==> src/rtl/udma_hyper_tx_prefetch.sv <==
// uDMA TX prefetch: credit-throttled read requests into a small FWFT FIFO.
// Define HYPER_TX_PREFETCH_ERR_EN to build the sticky protocol-error flag.
module udma_hyper_tx_prefetch #(
  parameter int DEPTH      = 4,
  parameter int TRANS_SIZE = 16
) (
  input  logic                  sys_clk_i,
  input  logic                  rst_i,
  input  logic                  clr_i,
  input  logic                  start_i,
  input  logic [TRANS_SIZE-1:0] cfg_words_i,
  output logic                  busy_o,
  output logic                  done_o,
  output logic                  data_tx_req_o,
  input  logic                  data_tx_gnt_i,
  input  logic [31:0]           data_tx_i,
  input  logic                  data_tx_valid_i,
  output logic                  data_tx_ready_o,
  output logic [31:0]           tx_data_o,
  output logic                  tx_valid_o,
  input  logic                  tx_ready_i,
  output logic                  err_o
);

  localparam int AW = $clog2(DEPTH);
  localparam int CW = AW + 1;
  localparam logic [TRANS_SIZE-1:0] T_ONE = 1;
  localparam logic [CW-1:0] C_ONE = 1;
  localparam logic [AW-1:0] P_ONE = 1;
  localparam logic [CW:0] DEPTH_V = (CW+1)'(DEPTH);

  typedef enum logic [1:0] {
    IDLE,
    FETCH,
    DRAIN,
    DONE
  } state_t;

  state_t state;
  state_t state_nxt;

  logic [TRANS_SIZE-1:0] req_left;
  logic [TRANS_SIZE-1:0] pop_left;
  logic [CW-1:0] outstanding;
  logic [CW-1:0] fill;
  logic [AW-1:0] wr_ptr;
  logic [AW-1:0] rd_ptr;
  logic [31:0] mem [DEPTH];

  logic [CW:0] credit_sum;
  logic grant;
  logic ret;
  logic push;
  logic pop;
  logic start_ok;

  assign credit_sum = {1'b0, fill} + {1'b0, outstanding};
  assign grant = data_tx_req_o && data_tx_gnt_i;
  assign ret = data_tx_valid_i && (outstanding != '0);
  // Returns seen in IDLE belong to a flushed burst and are dropped.
  assign push = ret && (state != IDLE);
  assign pop = tx_valid_o && tx_ready_i;
  assign start_ok = start_i && (outstanding == '0);

  always_ff @(posedge sys_clk_i or posedge rst_i) begin
    if (rst_i) state <= IDLE;
    else state <= state_nxt;
  end

  always_comb begin
    state_nxt = state;
    if (clr_i) begin
      state_nxt = IDLE;
    end else begin
      unique case (state)
        IDLE: begin
          if (start_ok)
            state_nxt = (cfg_words_i != '0) ? FETCH : DONE;
        end
        FETCH: begin
          if (grant && req_left == T_ONE) state_nxt = DRAIN;
        end
        DRAIN: begin
          if (pop && pop_left == T_ONE) state_nxt = DONE;
        end
        DONE: state_nxt = IDLE;
        default: state_nxt = IDLE;
      endcase
    end
  end

  always_comb begin
    busy_o = (state != IDLE);
    done_o = (state == DONE);
    data_tx_req_o = (state == FETCH) && (req_left != '0) &&
                    (credit_sum < DEPTH_V);
  end

  assign data_tx_ready_o = 1'b1;
  assign tx_valid_o = (fill != '0);
  assign tx_data_o = mem[rd_ptr];

  always_ff @(posedge sys_clk_i or posedge rst_i) begin
    if (rst_i) begin
      outstanding <= '0;
    end else begin
      unique case ({grant, ret})
        2'b10: outstanding <= outstanding + C_ONE;
        2'b01: outstanding <= outstanding - C_ONE;
        default: outstanding <= outstanding;
      endcase
    end
  end

  always_ff @(posedge sys_clk_i or posedge rst_i) begin
    if (rst_i) begin
      req_left <= '0;
      pop_left <= '0;
      fill <= '0;
      wr_ptr <= '0;
      rd_ptr <= '0;
      for (int i = 0; i < DEPTH; i++) mem[i] <= '0;
    end else if (clr_i) begin
      req_left <= '0;
      pop_left <= '0;
      fill <= '0;
      wr_ptr <= '0;
      rd_ptr <= '0;
    end else begin
      if (state == IDLE && start_ok) begin
        req_left <= cfg_words_i;
        pop_left <= cfg_words_i;
      end else begin
        if (grant) req_left <= req_left - T_ONE;
        if (pop) pop_left <= pop_left - T_ONE;
      end
      if (push) begin
        mem[wr_ptr] <= data_tx_i;
        wr_ptr <= wr_ptr + P_ONE;
      end
      if (pop) rd_ptr <= rd_ptr + P_ONE;
      unique case ({push, pop})
        2'b10: fill <= fill + C_ONE;
        2'b01: fill <= fill - C_ONE;
        default: fill <= fill;
      endcase
    end
  end

`ifdef HYPER_TX_PREFETCH_ERR_EN
  logic err_q;

  always_ff @(posedge sys_clk_i or posedge rst_i) begin
    if (rst_i) err_q <= 1'b0;
    else if ((data_tx_valid_i && outstanding == '0) ||
             (data_tx_gnt_i && !data_tx_req_o))
      err_q <= 1'b1;
  end

  assign err_o = err_q;
`else
  assign err_o = 1'b0;
`endif

endmodule

==> config.mk <==
export PLATFORM = sky130hd
export DESIGN_NAME = udma_hyper_tx_prefetch
export DESIGN_NICKNAME = d
export VERILOG_FILES = /design/src/rtl/udma_hyper_tx_prefetch.sv
export SDC_FILE = /design/constraint.sdc
export NUM_CORES = 1
export LEC_CHECK = 0
export CORE_MARGIN = 10
export CORE_UTILIZATION = 50
export DETAILED_ROUTE_END_ITERATION = 8
export PLACE_DENSITY = 0.7
export SLEW_MARGIN = 10
export SYNTH_ARGS = -nofsm -noshare
export SYNTH_HDL_FRONTEND = slang
export SYNTH_SLANG_ARGS = --single-unit
export TNS_END_PERCENT = 5
==> constraint.sdc <==
create_clock -name sys_clk_i -period 6.6 [get_ports sys_clk_i]
set_clock_uncertainty 0.1 [all_clocks]
set_input_delay 0.99 -clock sys_clk_i [delete_from_list [all_inputs] [get_ports sys_clk_i]]
set_output_delay 0.99 -clock sys_clk_i [all_outputs]
set_load 0.02 [all_outputs]
# Yosys cells after proc, flatten, opt, wreduce, memory -nomap -nowiden
# Index checks and enable logic that the tools add are counted.
[op_classes]
reduce_logical = 26
n_bitwise = 3
n_eq_ne = 12
order_cmp = 4
shift = 0
n_div = 0
add_sub_neg = 9
mul = 0
muxes = 25
[op_table]
columns = ["cell", "n"]
rows = [
  ["128-bit bitwise mux", 1],
  ["16-bit two-way mux", 6],
  ["32-bit two-way mux", 3],
  ["32-bit binary-select mux with 2-bit select", 1],
  ["32-bit demux with 2-bit select", 1],
  ["16-bit by 1-bit == test with 1-bit output, second input constant", 2],
  ["16-bit nonzero test", 2],
  ["16-bit by 1-bit subtractor with 16-bit output, second input constant", 2],
  ["2-bit two-way mux", 9],
  ["3-bit nonzero test", 5],
  ["3-bit one-hot mux with 2 select lines", 2],
  ["1-bit logical AND", 11],
  ["3-bit != test, second input constant", 3],
  ["2-bit == test, second input constant", 4],
  ["2-bit one-hot mux with 4 select lines", 1],
  ["2-bit nonzero test", 4],
  ["3-bit by 1-bit adder with 3-bit output, second input constant", 2],
  ["2-bit by 1-bit == test with 1-bit output, second input constant", 3],
  ["3-bit greater-or-equal comparator, second input constant", 2],
  ["2-bit NOT with 3-bit output", 2],
  ["3-bit by 1-bit subtractor with 3-bit output, second input constant", 2],
  ["2-bit by 1-bit adder with 2-bit output, second input constant", 2],
  ["3-bit by 3-bit adder with 4-bit output", 1],
  ["4-bit by 3-bit < comparator with 1-bit output, second input constant", 1],
  ["7 further kinds", 7],
]
[totals]
register_bits = 172
ramBits = 0
memories = 0
latch_bits = 0
input_bits = 55
romBits = 0

# Logic depth before layout (Yosys ltp)
[depth]
word_depth = 8
depth_mapped = 12

# Least setup slack after synthesis
# OpenSTA, ideal clock, no wires.
[synth_timing]
path_kind = "reg2out"
startpoint = "reg rd_ptr[0]"
endpoint = "out tx_data_o[10]"
t_arrival_ns = 1.812
n_path_buf = 2
slack_ns = 3.698
t_required_ns = 5.510
stages_incl_launch_ff = 4
path_cell_list = "dfrtp_1 -> clkbuf_1 -> buf_1 -> mux4_2"
[synth_via]
elab_chain_cells = 4
[synth_lines]
columns = ["item", "line", "text"]
rows = [
  ["start, declared", "47", "logic [AW-1:0] rd_ptr;"],
  ["start signal, assigned", "141", "if (pop) rd_ptr <= rd_ptr + P_ONE;"],
  ["2-bit NOT with 3-bit output (implied by the code)", "101", "assign tx_data_o = mem[rd_ptr];"],
  ["32-bit binary-select mux with 2-bit select", "101", ""],
  ["32-bit two-way mux (implied by the code) (2 in a row)", "101", ""],
  ["end, declared", "19", "output logic [31:0] tx_data_o,"],
]
# No other way between the ends. The select of a mux whose other input is x is not followed.

# Worst setup path after layout
[layout_timing]
startpoint = "reg rd_ptr[0]"
endpoint = "out tx_data_o[26]"
# Same word-level chain as after synthesis.

==> metrics.txt <==
die width=148 um; CP endpoint kind=primary output; WP data required=5.51 ns; PD cells=427 mW/mm^2; Tcrit/Tclk final=58.3%; setup ws final=2.75 ns; Area growth, synth to finish=20.7%; final core utilization=62.2%; crit path time final=3.85 ns; Gate Count Post-Synth=612; Fmax achieved=0.260 GHz; Critical path buffers and inverters=2; initial antenna violation count=0; critical-path cell list=buf_4, mux4_2, clkdlybuf4s50_1; Max-Slew Margin vs Limit=27.7%; DRT iter0 DRCs=255; Core Footprint=0.0160 mm^2; Max stage delay on crit path=0.74 ns; die height=148 um; Setup WS pre-CTS=3.12 ns; cell accounting for the most synthesized area=dfrtp_1; worst hold path class=reg2reg; clk buf depth=2; CTS Hold Buffers Added=0; Post-synth ARST share=100%; initial core utilization=51.5%; top cell type's share of synthesized area=52.2%; number of synthesized register bits=172; first-pass GRT wire length=30,300 um; diodes inserted=0; clock root buffer=clkbuf_16; GRT Util Overall=17.2%; clk sink count=172; vias=5,321; Post-CTS Setup Bufs=0; # IOs=93; RSZ-0062 raised after global routing=no; CTS tree=yes; Worst Tran Pin Value=1.08 ns; DR vias/cell=5.78; Mean Syn Cell Area=13.5 um^2; ratio of cells with drive above 1 in the final layout=29.1%; wire length per cell=20.1 um; clk_lat worst skew=0.42 ns; DRC errors left=0; vias in the first global route=5,772; final hold viol count=0; delay-heaviest family, CP=buffers and inverters; distinct cell type count after synthesis=54; crit path kind=reg2out; Rows=46; final wirelength=18,500 um; Num CTS Buffers=17; die area=0.0220 mm^2; I/O Buffers=90; Syn Nets=684; final setup violation count=0; Mapped Area=0.00824 mm^2; status=finished clean; max cap viols=0; crit path max fanout=18; Worst path slowest cell=dfrtp_2; Post-Route Setup TNS=0 ns; H-tree depth=4; pin count of the biggest net entering global routing=121; Initial DRT Pass Iterations=4; Pleak=4.38 nW; Ys Warns=0; GRT overflow=0; Final Wtd Congestion=0.853; Hold Slack=0.390 ns; final antenna-violating net count=0; Synth Flop Type=dfrtp_1; register area share after synthesis=52.2%; synth top area cells=dfrtp_1 52%, mux2_2 16%, mux4_2 8.7%, ha_1 2.3%, xnor2_1 2.0%; Slew Limit Fails=0; Startpoint Class=flop; peak supply drop=0.230 mV; NumNets Final=764; Post-synth EDFFs=0; Arrival @ worst endpoint=2.76 ns; CTS clk-pin slew, worst paths=0.07 ns; dpl hpwl=12,700 um; Post-CTS Resized=0
## flip-flops by register name, indices dropped and copies added, names as in the netlist
register and cells:
rd_ptr 2, req_left 16, fill 3, wr_ptr 2
state 2, outstanding 3, mem 128, pop_left 16
## cell usage in the layout (no fill, tap or decap), types with 3 or more instances in the layout
cell type,count
a211oi_1,7
a21boi_0,6
a21oi_1,15
a311oi_1,5
a31oi_1,6
and2_1,3
and3_1,3
buf_4,8
bufinv_16,3
clkbuf_16,17
clkdlybuf4s50_1,90
clkinvlp_4,3
dfrtp_1,171
ha_1,15
inv_1,17
inv_6,5
mux2_1,10
mux2_2,120
mux2i_1,3
mux4_2,32
nand2_1,10
nand2b_1,3
nand3_1,7
nand4_1,6
nor2_1,37
nor3_1,10
nor4_1,9
o21ai_0,9
o31a_1,3
o31ai_1,3
or3_1,5
or4_1,3
xnor2_1,19
xor2_1,8
## kinds of logic (layout without fill, tap and decap cells)
logic type               after synthesis  after routing  share of synthesized area [%]
AO/OA/AOI/OAI                         68             68                           5.84
XOR/XNOR                              27             27                           2.87
adder cells (fa/ha/maj)               17             17                           2.76
buffers and inverters                 55            148                           2.63
flip-flops                           172            172                           52.2
multiplexers                         165            165                           26.9
other                                  2              2                         0.0911
AND/OR/NAND/NOR                      106            106                           6.74
## routing by layer
metal  up-vias  part of all wire [%]  routed length, um  GRT usage, %
met5         -                     0                  0             0
met4         0                   1.9                354          6.24
met3        29                   4.8                897          4.00
met2       135                    50               9350          29.2
met1      2741                    43               7930          20.9
li1       2416                     -                  -             -
## power breakdown
group          switching [mW]  total [mW]  internal [mW]
Clock                   0.429        1.04          0.613
Combinational           0.793        1.65          0.860
Sequential              0.225        1.56           1.33
Total                    1.45        4.25           2.80
## cells in the mapped netlist (7+ instances only)
cell,count
a211oi_1,7
a21oi_1,15
buf_1,15
clkbuf_1,18
dfrtp_1,172
ha_1,15
inv_1,18
mux2_1,10
mux2_2,120
mux4_2,32
nand2_1,10
nand3_1,7
nor2_1,37
nor3_1,10
nor4_1,9
o21ai_0,9
xnor2_1,19
xor2_1,8
## final cells by class
cell class	instances	area (um^2)
Clock buffer	18	439
Clock inverter	14	181
Fill cell	1261	6050
Inverter	18	72.6
Multi-Input combinational cell	385	3720
Sequential cell	172	4310
Tap cell	216	270
Timing Repair Buffer	98	961
## path summary, 6_finish.rpt
kind / to / depth (start not counted) / startpoint / slack, ns
hold reg to reg: mem[68]$_DFFE_PP0P_ / 1 / mem[68]$_DFFE_PP0P_ / 0.39
max in group asynchronous: mem[3]$_DFFE_PP0P_ / 3 / rst_i / 3.97
setup reg to reg: outstanding[2]$_DFFE_PP0P_ / 9 / req_left[11]$_DFFE_PP0P_ / 3.51
hold / removal: mem[68]$_DFFE_PP0P_ / 1 / mem[68]$_DFFE_PP0P_ / 0.39
setup / recovery: tx_data_o[26] / 3 / rd_ptr[0]$_DFFE_PP0P_ / 2.75
min in group asynchronous: mem[57]$_DFFE_PP0P_ / 2 / rst_i / 1.10
## metrics by stage
stage                     area (um^2)  std cells  power (mW)
final                            9950        921        4.25
after global routing             9950        921        4.50
after CTS                        9950        921        4.30
after detailed placement         9330        889        3.24
after global placement           9330        889        3.18
after floorplan                  8240        612        2.66
Power figures use the tool's default switching activity.
